[config.mk]
export PLATFORM = sky130hd
export DESIGN_NAME = cache_mem_arbiter
export DESIGN_NICKNAME = d
export VERILOG_FILES = /design/src/rtl/cache_mem_arb_pkg.sv /design/src/rtl/arb_grant_sel.sv /design/src/rtl/cache_mem_arbiter.sv
export SDC_FILE = /design/constraint.sdc
export NUM_CORES = 1
export LEC_CHECK = 0
export ABC_AREA = 1
export BUFFER_PORTS_ARGS = -buffer_cell sky130_fd_sc_hd__buf_2
export CAP_MARGIN = 25
export CORE_AREA = 3 3 330 332
export DETAILED_ROUTE_END_ITERATION = 6
export DIE_AREA = 0 0 333 335
export GPL_TIMING_DRIVEN = 0
export PLACE_DENSITY_LB_ADDON = 0.15
export SLEW_MARGIN = 20
export SYNTH_ARGS = -nofsm -noshare
export SYNTH_HDL_FRONTEND = slang
export SYNTH_SLANG_ARGS = --single-unit
[constraint.sdc]
create_clock -name clk -period 2.1 [get_ports clk]
set_input_delay 0.21 -clock clk [delete_from_list [all_inputs] [get_ports clk]]
set_output_delay 0.21 -clock clk [all_outputs]
set_load 0.05 [all_outputs]
[src/rtl/cache_mem_arb_pkg.sv]
// Shared types and constants for the I/D-cache memory arbiter.
// The ARB_RR_EN macro (see arb_grant_sel) selects round-robin tie breaking.
package cache_mem_arb_pkg;

    // Default geometry: 16-byte lines addressed by block number
    localparam int unsigned DEF_ADDR_W = 28;
    localparam int unsigned DEF_DATA_W = 128;

    // Requester identifiers, also used as the stored last-grant value
    localparam logic GRANT_I = 1'b0;
    localparam logic GRANT_D = 1'b1;

    typedef enum logic [2:0] {
        StIdle,
        StBusyI,
        StBusyD,
        StDoneI,
        StDoneD
    } arb_state_e;

    typedef enum logic [1:0] {
        OpNone,
        OpRead,
        OpWrite
    } mem_op_e;

    // A requester raising both strobes is doing a dirty write-back; the
    // refill read follows as its own request, so write takes precedence.
    function automatic mem_op_e decode_op(input logic rd, input logic wr);
        if (wr) begin
            return OpWrite;
        end else if (rd) begin
            return OpRead;
        end
        return OpNone;
    endfunction

endpackage

[src/rtl/arb_grant_sel.sv]
// Combinational winner selection between the I-cache and D-cache requesters.
// Build option: define ARB_RR_EN for round-robin tie breaking; otherwise the
// D-cache wins every tie.
module arb_grant_sel
    import cache_mem_arb_pkg::*;
(
    input  logic req_i,
    input  logic req_d,
    input  logic last_grant,
    output logic grant_valid,
    output logic grant
);

`ifndef ARB_RR_EN
    // Fixed priority does not look at history
    logic unused_last_grant;
    assign unused_last_grant = last_grant;
`endif

    // Pick the winner; a lone requester always wins
    always_comb begin
        grant_valid = req_i | req_d;
        grant       = GRANT_D;
        if (req_i && !req_d) begin
            grant = GRANT_I;
        end else if (req_i && req_d) begin
`ifdef ARB_RR_EN
            grant = (last_grant == GRANT_I) ? GRANT_D : GRANT_I;
`else
            grant = GRANT_D;
`endif
        end
    end

endmodule

[src/rtl/cache_mem_arbiter.sv]
// Shares one external memory port between the I-cache and D-cache miss /
// write-back interfaces. One access at a time: grant in IDLE, hold the
// registered memory request in BUSY until mem_ready, then pulse the
// requester's ready for one cycle in DONE.
// Build option: ARB_RR_EN enables round-robin tie breaking (arb_grant_sel).
module cache_mem_arbiter
    import cache_mem_arb_pkg::*;
#(
    parameter int unsigned ADDR_W = DEF_ADDR_W,
    parameter int unsigned DATA_W = DEF_DATA_W
) (
    input  logic              clk,
    input  logic              rst_n,

    input  logic              i_mem_read,
    input  logic              i_mem_write,
    input  logic [ADDR_W-1:0] i_mem_addr,
    input  logic [DATA_W-1:0] i_mem_wdata,
    output logic [DATA_W-1:0] i_mem_rdata,
    output logic              i_mem_ready,

    input  logic              d_mem_read,
    input  logic              d_mem_write,
    input  logic [ADDR_W-1:0] d_mem_addr,
    input  logic [DATA_W-1:0] d_mem_wdata,
    output logic [DATA_W-1:0] d_mem_rdata,
    output logic              d_mem_ready,

    output logic              mem_read,
    output logic              mem_write,
    output logic [ADDR_W-1:0] mem_addr,
    output logic [DATA_W-1:0] mem_wdata,
    input  logic [DATA_W-1:0] mem_rdata,
    input  logic              mem_ready
);

    arb_state_e        state_q;
    logic              last_grant_q;

    logic              req_i;
    logic              req_d;
    logic              grant_valid;
    logic              grant;

    logic [ADDR_W-1:0] sel_addr;
    logic [DATA_W-1:0] sel_wdata;
    mem_op_e           sel_op;

    assign req_i = i_mem_read | i_mem_write;
    assign req_d = d_mem_read | d_mem_write;

    arb_grant_sel u_grant_sel (
        .req_i       (req_i),
        .req_d       (req_d),
        .last_grant  (last_grant_q),
        .grant_valid (grant_valid),
        .grant       (grant)
    );

    // Route the winning requester's address, data and operation to the latch point
    always_comb begin
        sel_addr  = i_mem_addr;
        sel_wdata = i_mem_wdata;
        sel_op    = decode_op(i_mem_read, i_mem_write);
        if (grant == GRANT_D) begin
            sel_addr  = d_mem_addr;
            sel_wdata = d_mem_wdata;
            sel_op    = decode_op(d_mem_read, d_mem_write);
        end
    end

    // Arbiter FSM with registered memory-side and requester-side outputs
    always_ff @(posedge clk or negedge rst_n) begin
        if (!rst_n) begin
            state_q      <= StIdle;
            last_grant_q <= GRANT_I;
            mem_read     <= 1'b0;
            mem_write    <= 1'b0;
            mem_addr     <= '0;
            mem_wdata    <= '0;
            i_mem_rdata  <= '0;
            d_mem_rdata  <= '0;
            i_mem_ready  <= 1'b0;
            d_mem_ready  <= 1'b0;
        end else begin
            // Ready is a single-cycle pulse; only a completing BUSY raises it
            i_mem_ready <= 1'b0;
            d_mem_ready <= 1'b0;
            unique case (state_q)
                StIdle: begin
                    // mem_ready here is stale or spurious and is ignored
                    if (grant_valid) begin
                        mem_addr     <= sel_addr;
                        mem_wdata    <= sel_wdata;
                        mem_write    <= (sel_op == OpWrite);
                        mem_read     <= (sel_op == OpRead);
                        last_grant_q <= grant;
                        state_q      <= (grant == GRANT_D) ? StBusyD : StBusyI;
                    end
                end
                StBusyI: begin
                    // The access completes even if the requester dropped its strobe
                    if (mem_ready) begin
                        i_mem_rdata <= mem_rdata;
                        i_mem_ready <= 1'b1;
                        mem_read    <= 1'b0;
                        mem_write   <= 1'b0;
                        state_q     <= StDoneI;
                    end
                end
                StBusyD: begin
                    if (mem_ready) begin
                        d_mem_rdata <= mem_rdata;
                        d_mem_ready <= 1'b1;
                        mem_read    <= 1'b0;
                        mem_write   <= 1'b0;
                        state_q     <= StDoneD;
                    end
                end
                // The requester sees ready this cycle and drops its request,
                // so returning to IDLE cannot re-grant the finished access.
                StDoneI, StDoneD: begin
                    state_q <= StIdle;
                end
                default: begin
                    state_q <= StIdle;
                end
            endcase
        end
    end

    // Memory-side request must not move while waiting on memory
    property p_busy_hold;
        @(posedge clk) disable iff (!rst_n)
            (state_q inside {StBusyI, StBusyD}) && !mem_ready
            |=> $stable(mem_addr) && $stable(mem_wdata) && $stable(mem_write);
    endproperty
    a_busy_hold: assert property (p_busy_hold);

    a_ready_onehot: assert property (@(posedge clk) disable iff (!rst_n)
        !(i_mem_ready && d_mem_ready));

    a_op_exclusive: assert property (@(posedge clk) disable iff (!rst_n)
        !(mem_read && mem_write));

endmodule

==> Word-level counts from Yosys, hierarchy flattened <==
Cells that the tools add are included.
{ "totals": {"reg_bits": 419, "input_bits": 447, "wordCells": 57} }
{ "op_classes": {"n_eq_ne": 8, "n_mux": 27, "bitwise": 3, "reduce_logical": 10} }
{ "op_table": {"columns": ["op", "n"], "rows": [
  ["128-bit 2-to-1 mux", 1],
  ["28-bit 2-to-1 mux", 1],
  ["2-bit 2-to-1 mux", 8],
  ["1-bit 2-to-1 mux", 11],
  ["3-bit 2-to-1 mux", 3],
  ["3-bit one-hot mux with 3 select lines", 1],
  ["2-bit != test (second input constant)", 3],
  ["2-bit AND reduction", 3],
  ["3-bit AND reduction", 2],
  ["1-bit one-hot mux with 2 select lines", 2],
  ["3-bit by 1-bit equality test with 1-bit output (second input constant)", 1],
  ["3-bit by 2-bit equality test with 1-bit output (second input constant)", 1],
  ["3-bit zero test", 1],
  ["1-bit bitwise OR", 3],
  ["2-bit by 1-bit equality test with 1-bit output (second input constant)", 1],
  ["2-bit equality test (second input constant)", 1],
  ["2-bit by 1-bit != test with 1-bit output (second input constant)", 1],
  ["2-bit nonzero test", 1],
  ["2-bit OR reduction", 1],
  ["1-bit logical AND", 1],
  ["1-bit zero test", 1]
]} }

==> Depth between registers and ports, before layout <==
Gate-level depths: netlist of the first run.
{ "depth": {"ltp_word": 9, "depth_mapped": 9, "mapped_depth_nobuf": 7} }

==> Hierarchy <==
A second synthesis of the first run with hierarchy kept.
{ "unflattened": {"hier_cells": 2001, "area_unflattened_um2": 17704.5} }
{ "by_module_without_submodules": {"columns": ["module", "instances", "cells_each", "area_per_inst_um2", "seq_area_each_um2"], "rows": [
  ["cache_mem_arbiter", 1, 1997, 17689.5, 10510.1],
  ["arb_grant_sel", 1, 4, 15.0, 0.0]
]} }

==> Worst setup path after synthesis of the first run <==
OpenSTA, ideal clock, no wires.
{ "synth_path": {"path_kind": "register to register", "startpoint": "register state_q[2]", "endpoint": "register mem_wdata[100]", "arrival_time_ps": 1242, "required_ps": 1971, "path_slack_ps": 730, "stages_incl_launch_ff": 10, "n_path_buf": 3, "period_less_slack_ps": 1370, "path_cell_list": "dfrtp_1 > inv_2 > nand2_2 > nor2_4 > o21ai_4 > buf_6 > buf_12 > buf_4 > nand2_1 > o21ai_1"} }
{ "synth_via": {"elab_chain_len": 2} }
{ "synth_rtl": {"columns": ["item", "line", "source"], "rows": [
  ["start: declaration", "cache_mem_arbiter.sv:37", "arb_state_e state_q;"],
  ["start signal: assignment", "cache_mem_arbiter.sv:75", "state_q <= StIdle;"],
  ["start signal: assignment", "cache_mem_arbiter.sv:98", "state_q <= (grant == GRANT_D) ? StBusyD : StBusyI;"],
  ["start signal: assignment", "cache_mem_arbiter.sv:108", "state_q <= StDoneI;"],
  ["3-bit zero test", "cache_mem_arbiter.sv:89", "unique case (state_q)"],
  ["2-bit AND reduction (no line)", null, null],
  ["end signal: assignment", "cache_mem_arbiter.sv:94", "mem_wdata <= sel_wdata;"],
  ["end: declaration", "cache_mem_arbiter.sv:32", "output logic [DATA_W-1:0] mem_wdata,"]
]} }
No other way between the ends.
A chain may end at the register's enable or synchronous reset.

==> Worst setup path in the final report of the first run <==
{ "layout_path": {"startpoint": "register state_q[0]", "endpoint": "register i_mem_rdata[67]"} }
{ "layout_via": {"elab_chain_len": 2} }
{ "layout_rtl": {"columns": ["item", "line", "source"], "rows": [
  ["3-bit by 1-bit equality test with 1-bit output", "cache_mem_arbiter.sv:89", null],
  ["2-bit AND reduction (no line)", null, null],
  ["end signal: assignment", "cache_mem_arbiter.sv:104", "i_mem_rdata <= mem_rdata;"],
  ["end: declaration", "cache_mem_arbiter.sv:19", "output logic [DATA_W-1:0] i_mem_rdata,"]
]} }
No other way between the ends.

==> run_results.csv, run 1 <==
group,metric,value,unit
setup_path,worst-r2r-setup-slack,0.14,ns
layout,area_growth,65.6,%
sta,finalClockSkew,0.0206,ns
layout,final.fill_count,11784,
synthesis,yosysSeqAreaShare,56.2,%
clocking,clk_latency,0.62,ns
layout,drive_above_1_share,29.7,%
synthesis,synth_area,18600,um2
clocking,clock_sinks,419,
die,start_util,17.5,%
place,dpl-instance-area,24900,um2
sta,timing.final.crit_share,93.2,%
layout,ff_latch_area,10500,um2
global_routing,antenna_found_initial,10,
synthesis,ys_async_sr_fraction,100,%
synthesis,synth_warnings,0,
place,finalWeightedCongestion,0.807,
setup_path,r2r_end,"i_mem_rdata[67]",
routing,first_iter_violations,741,
die,num_rows,120,
global_routing,grt_pass1_wl,141000,um
setup_path,required,2.65,ns
power,power_density,1680,nW/um2
place,portBuffers,862,
power,leakagePower,16.8,nW
routing,post_drt_wl_per_cell,18.7,um
die,die_height,335,um
setup_path,reg2regPathDepth,5,
setup_path,critPathKind,"flip-flop to flip-flop",
sta,rsz0062_at_grt,"no",
place,dp_slack,-0.197,ns
sta,max_clock_freq,511,MHz
synthesis,syn_area_per_cell,8.02,um2
synthesis,synth_ff_type,"dfrtp_1",
sta,worst_slew_pin_slew,0.787,ns
synthesis,synthCells,2324,
sta,finalWorstSetupSlack,0.142,ns
layout,multi_input_area,6620,um2
global_routing,grt_pass1_vias,21253,
routing,dr.pass1.iters,5,
hold_path,min_path_type,"input port to flip-flop",
clocking,root_buffer,"clkbuf_16",
sta,fin_crit,1.96,ns
layout,fin_area,30900,um2
power,ir_worst_vdd,1.00,mV
synthesis,syn_nets,2771,
synthesis,synth_seq_cells,419,
layout,finalNetCount,4116,
run,drv_cap,0,
setup_path,regToRegStartpoint,"state_q[0]",
clocking,clk_pin_slew,0.05,ns
clocking,cts_setup_buffers,0,
clocking,cts_buffers,53,
synthesis,yosysTopAreaCell,"dfrtp_1",
setup_path,cp-end-kind,"flip-flop",
routing,drc_errors,0,
setup_path,startpoint,"state_q[0]",
routing,via_per_inst,3.94,
routing,wl,95700,um
setup_path,crit_arrival,2.51,ns
synthesis,synth-edff-count,0,
clocking,cts_tree,"built",
synthesis,synth.distinct_cells,23,
global_routing,grt_max_degree,87,
outcome,outcome,"completed",
clocking,cts.path.max_buffers,3,
die,die_area,112000,um2
die,die_x,333,um
sta,slew_headroom,47.5,%
sta,final_max_slew_viol_count,0,
place,hpwl,73600,um
setup_path,crit_fanout,10,
routing,ant_nets,0,
synthesis,yosysTopAreaCellShare,56.2,%
synthesis,synthTopCellsByArea,"dfrtp_1, nand2_1, o21ai_0",
sta,hold-worst-slack,0.0576,ns
sta,setup-violations-final,0,
clocking,cts_max_level,2,
setup_path,critPathLaunchType,"flip-flop",
sta,finalHoldViolCount,0,
die,io_pins,863,
global_routing,grt_overflow_total,0,
global_routing,grt.total_usage,16.6,%
power,p_total,51.8,mW
routing,vias,20164,
setup_path,crit_path_end,"i_mem_rdata[67]",
die,coreArea,107000,um2
## stage by stage
stage | cells | setup TNS, ns | utilization [%]
floorplan | 2324 | 0 | -
global placement | 4589 | -3701.76 | 23.2
finish | 5116 | 0 | 29.0
global route | 5113 | 0 | 29.0
CTS | 5112 | 0 | 29.0
detailed placement | 4595 | -0.579 | 23.3
## sequential cells by signal (all words and copies together), names as in the netlist
name,flops
d_mem_rdata,128
i_mem_rdata,128
mem_wdata,128
mem_addr,28
state_q,3
d_mem_ready,1
i_mem_ready,1
mem_read,1
mem_write,1
## metal layers
layer / wire (um) / track usage [%] / vias to the layer above
met2: 47100 / 29.2 / 639
met1: 38400 / 19.4 / 9496
li1: - / - / 9917
met3: 7860 / 5.67 / 104
met4: 2300 / 4.29 / 8
met5: 64 / 0 / -
## cells by family (layout without fill, tap and decap cells)
kind of cell | count (synthesis) | in the layout | synth area share (%)
buffers and inverters | 321 | 1706 | 8.30
AO/OA/AOI/OAI | 290 | 290 | 8.04
AND/OR/NAND/NOR | 1294 | 1294 | 27.4
other | 0 | 4 | 0
flip-flops | 419 | 419 | 56.2
## cells in the mapped netlist, types with 2 or more instances
cell type	n
buf_4	26
inv_1	159
o21ai_0	198
a21oi_1	3
clkbuf_2	7
nand4_1	2
clkbuf_1	35
o21ai_1	78
nand2_2	14
clkinv_1	2
nor2_2	2
buf_2	68
dfrtp_1	419
buf_6	18
inv_2	5
nand3_1	160
o21ai_2	10
nand2_1	1109
nor2_1	5
## cells in the final DEF, fill, tap and decap left out
master         Yosys  layout
nand2_1         1109    1109
buf_2             68     929
dlygate4sd3_1      0     422
dfrtp_1          419     419
o21ai_0          198     198
nand3_1          160     160
inv_1            159     159
o21ai_1           78      78
clkbuf_16          0      54
clkbuf_1          35      51
buf_4             26      26
buf_6             18      19
nand2_2           14      14
clkbuf_8           0      13
o21ai_2           10      10
clkbuf_2           7       8
inv_2              5       5
nor2_1             5       5
buf_16             0       5
diode_2            0       4
a21oi_1            3       3
bufinv_16          0       3
clkinv_2           0       3
nor2_2             2       2
clkinv_1           2       2
nand4_1            2       2
inv_6              0       2
nand3_2            1       1
nor2_4             1       1
o21ai_4            1       1
buf_12             1       1
inv_16             0       1
clkinv_8           0       1
clkinv_4           0       1
buf_8              0       1
## power breakdown
group | total, mW | switching, mW | internal [mW]
Clock | 9.40 | 3.83 | 5.57
Sequential | 13.9 | 1.96 | 11.9
Combinational | 28.5 | 22.2 | 6.29
Total | 51.8 | 28.0 | 23.8
## timing repair
action	CTS	global route
hold buffers	422	0
endpoints found under the setup margin	0	10
endpoints found under the hold margin	498	0
resized for setup	0	2
## critical path, cell delays in order, from the launching register on
cell and delay [ns]:
dfrtp_1 0.44, nand2_1 0.23, buf_2 0.44, clkbuf_1 0.51
o21ai_0 0.16, nand2_1 0.09
## layout make-up
| type | instances | area share (%) |
|---|---|---|
| diodes | 4 | 0.0324 |
| plain buffers | 155 | 3.00 |
| clock buffers | 84 | 5.16 |
| clock inverters | 11 | 0.543 |
| inverters | 166 | 2.02 |
| multi-input cells | 1584 | 21.4 |
| flip-flops and latches | 419 | 34.0 |
| well taps | 1403 | 5.69 |
| repair buffers | 1290 | 28.2 |
## how the worst min path moves through the flow
stage,endpoint,startpoint,depth (start not counted)
after floorplan,d_mem_rdata[0],rst_n,0
after global placement,d_mem_rdata[53],mem_rdata[53],3
after detailed placement,d_mem_rdata[115],rst_n,1
after CTS,mem_wdata[15],i_mem_wdata[15],5
after global routing,mem_wdata[41],d_mem_wdata[41],5
final,mem_wdata[41],d_mem_wdata[41],5
(Power assumes the default switching activity.)
==> run 2: changes to the inputs <==
--- a/config.mk
+++ b/config.mk
@@ -8,9 +8,9 @@
 export ABC_AREA = 1
 export BUFFER_PORTS_ARGS = -buffer_cell sky130_fd_sc_hd__buf_2
 export CAP_MARGIN = 25
-export CORE_AREA = 3 3 330 332
+export CORE_AREA = 3 3 339 341
 export DETAILED_ROUTE_END_ITERATION = 6
-export DIE_AREA = 0 0 333 335
+export DIE_AREA = 0 0 342 344
 export GPL_TIMING_DRIVEN = 0
 export PLACE_DENSITY_LB_ADDON = 0.15
 export SLEW_MARGIN = 20
==> constraint.sdc (replaced) <==
create_clock -name clk -period 1.8 [get_ports clk]
set_input_delay 0.18 -clock clk [delete_from_list [all_inputs] [get_ports clk]]
set_output_delay 0.18 -clock clk [all_outputs]
set_load 0.05 [all_outputs]
==> run 2 against run 1 <==
Against the previous run: worst hold slack got worse by 0.042 ns; final cell count rose by 2.2%; first-iteration DRC count grew 8.9%; largest cell class unchanged; routed wire length is 0.45% higher; critical endpoint is now mem_addr[22]; flip-flop and latch count unchanged; setup slack worse by 0.046 ns; global-route usage is 0.96 points lower; count of clock-buffer cells in the layout is 2 higher; critical path depth increased by 6; largest power group unchanged; non-clock buffer count up 10; via count shrank 0.43%; power is 16% higher.
==> run_results.csv, run 2 (synthesis results as in run 1) <==
group,metric,value,unit
outcome,outcome,"completed",
power,p_int,27.6,mW
sta,slew_headroom,34.0,%
setup_path,crit_fanout,10,
power,ir_worst_vdd,0.958,mV
routing,drc_errors,0,
power,leakagePower,16.9,nW
routing,wl,96100,um
setup_path,cp-end-kind,"flip-flop",
setup_path,critPathKind,"input port to flip-flop",
power,p_total,60.2,mW
routing,first_iter_violations,807,
power,power_density,1940,nW/um2
layout,final_common_cell,"nand2_1",
setup_path,crit_arrival,2.24,ns
routing,dr.pass1.iters,5,
global_routing,grt_overflow_total,0,
die,die_height,344,um
hold_path,min_path_type,"input port to flip-flop",
sta,rsz0062_at_grt,"yes",
power,comb_power_share,55.4,%
run,drv_cap,0,
sta,fin_crit,1.70,ns
routing,post_drt_wl_per_cell,18.4,um
place,finalWeightedCongestion,0.853,
power,power.share.clock,17.6,%
setup_path,required,2.33,ns
die,start_util,16.6,%
die,die_x,342,um
layout,final_cell_mix,"nand2_1, buf_2, dlygate4sd3_1, dfrtp_1, o21ai_0",
sta,finalHoldViolCount,0,
sta,finalWorstSetupSlack,0.0964,ns
clocking,cts_buffers,52,
sta,hold-worst-slack,0.0156,ns
global_routing,use_met2,27.4,%
layout,area_growth,66.9,%
clocking,cts_tree,"built",
global_routing,grt_max_degree,84,
clocking,clk_latency,0.63,ns
global_routing,busiest_layer,"met2",
die,die_area,118000,um2
layout,fin_area,31100,um2
place,hpwl,74500,um
layout,fin_cells,5227,
sta,final.setup.tns,0,ns
power,switching_share,54.1,%
power,p_seq_share,27.0,%
sta,timing.final.crit_share,94.6,%
clocking,root_buffer,"clkbuf_16",
routing,vias,20078,
clocking,cts_max_level,2,
layout,reg.largest.list,"d_mem_rdata: 128 flops, i_mem_rdata: 128 flops, mem_wdata: 128 flops",
place,portBuffers,862,
global_routing,grt_pass1_vias,21098,
routing,ant_nets,0,
sta,final_max_slew_viol_count,0,
clocking,clock_sinks,419,
sta,finalClockSkew,0.0255,ns
layout,drive_above_1_share,30.1,%
sta,max_clock_freq,587,MHz
layout,final.fill_count,12461,
die,num_rows,123,
power,switchingPower,32.6,mW
routing,via_per_inst,3.84,
layout,final_core_utilization,27.7,%
global_routing,antenna_found_initial,16,
global_routing,use_met3,5.52,%
die,io_pins,863,
global_routing,grt.total_usage,15.7,%
clocking,clk_pin_slew,0.06,ns
sta,setup-violations-final,0,
setup_path,critPathLaunchType,"input port",
place,dp_slack,-0.472,ns
global_routing,use_met1,18.3,%
layout,finalNetCount,4125,
global_routing,grt_pass1_wl,139000,um
place,dpl-instance-area,25000,um2
clocking,cts.path.max_buffers,3,
place,dp.cells,4692,
sta,worst_slew_pin_slew,0.991,ns
die,coreArea,112000,um2
[run 2: cell types whose count changed in the layout (fill, tap and decap cells not counted), moves of 4 or more]
cell           delta
buf_6             +4
o21ai_0           -5
o21ai_1           +5
dlygate4sd3_1     +8
clkbuf_1         -14
clkbuf_2         +10
clkbuf_4          +4
clkinv_2          +4
[run 2: worst paths after layout]
kind / to / start / slack [ns] / cells past startpoint
max: mem_addr[22] / i_mem_read / 0.1 / 11
min: mem_wdata[14] / i_mem_wdata[14] / 0.02 / 5
max reg2reg: d_mem_rdata[76] / state_q[0] / 0.14 / 6
min reg2reg: mem_wdata[15] / mem_wdata[15] / 0.47 / 2
max in group asynchronous: mem_wdata[71] / rst_n / 0.29 / 5
min in group asynchronous: d_mem_rdata[106] / rst_n / 0.18 / 3
[run 2: layout make-up]
class / instances / area (um2) / share of cell area, %
flip-flops and latches: 419 / 10500 / 33.7
repair buffers: 1301 / 8810 / 28.3
multi-input cells: 1584 / 6630 / 21.3
well taps: 1500 / 1880 / 6.03
clock buffers: 86 / 1590 / 5.11
plain buffers: 154 / 983 / 3.16
inverters: 166 / 623 / 2.00
clock inverters: 11 / 114 / 0.366
diodes: 6 / 15.0 / 0.0482
[run 2: worst max-delay path, stage by stage]
cell	delay [ns]
buf_2	0.10
clkinv_1	0.06
nand2_2	0.19
nand2_2	0.19
buf_2	0.27
clkbuf_4	0.33
nand2_1	0.09
nand2_1	0.08
dlygate4sd3_1	0.57
inv_1	0.06
o21ai_1	0.10
[run 2: timing repair]
item,in CTS,in global routing
pin swaps,0,1
endpoints found under the setup margin,230,295
hold buffers,430,0
buffers inserted,0,3
gates resized for setup,11,43
hold endpoints to repair,590,0
[run 2: power groups by stage]
stage	Combinational [mW]	Clock, mW	Sequential [mW]
final	33.4	10.6	16.3
after global placement	32.9	0	16.3
after global routing	35.7	11.4	16.8
after CTS	33.9	11.1	16.3
after floorplan	7.05	0	31.6
after detailed placement	32.9	0	16.3
[run 2: metal layers]
metal | share of wire (%) | vias to the layer above
met1 | 40 | 9331
li1 | - | 9929
met5 | 0.12 | -
met4 | 2.4 | 18
met2 | 48 | 684
met3 | 8.7 | 116
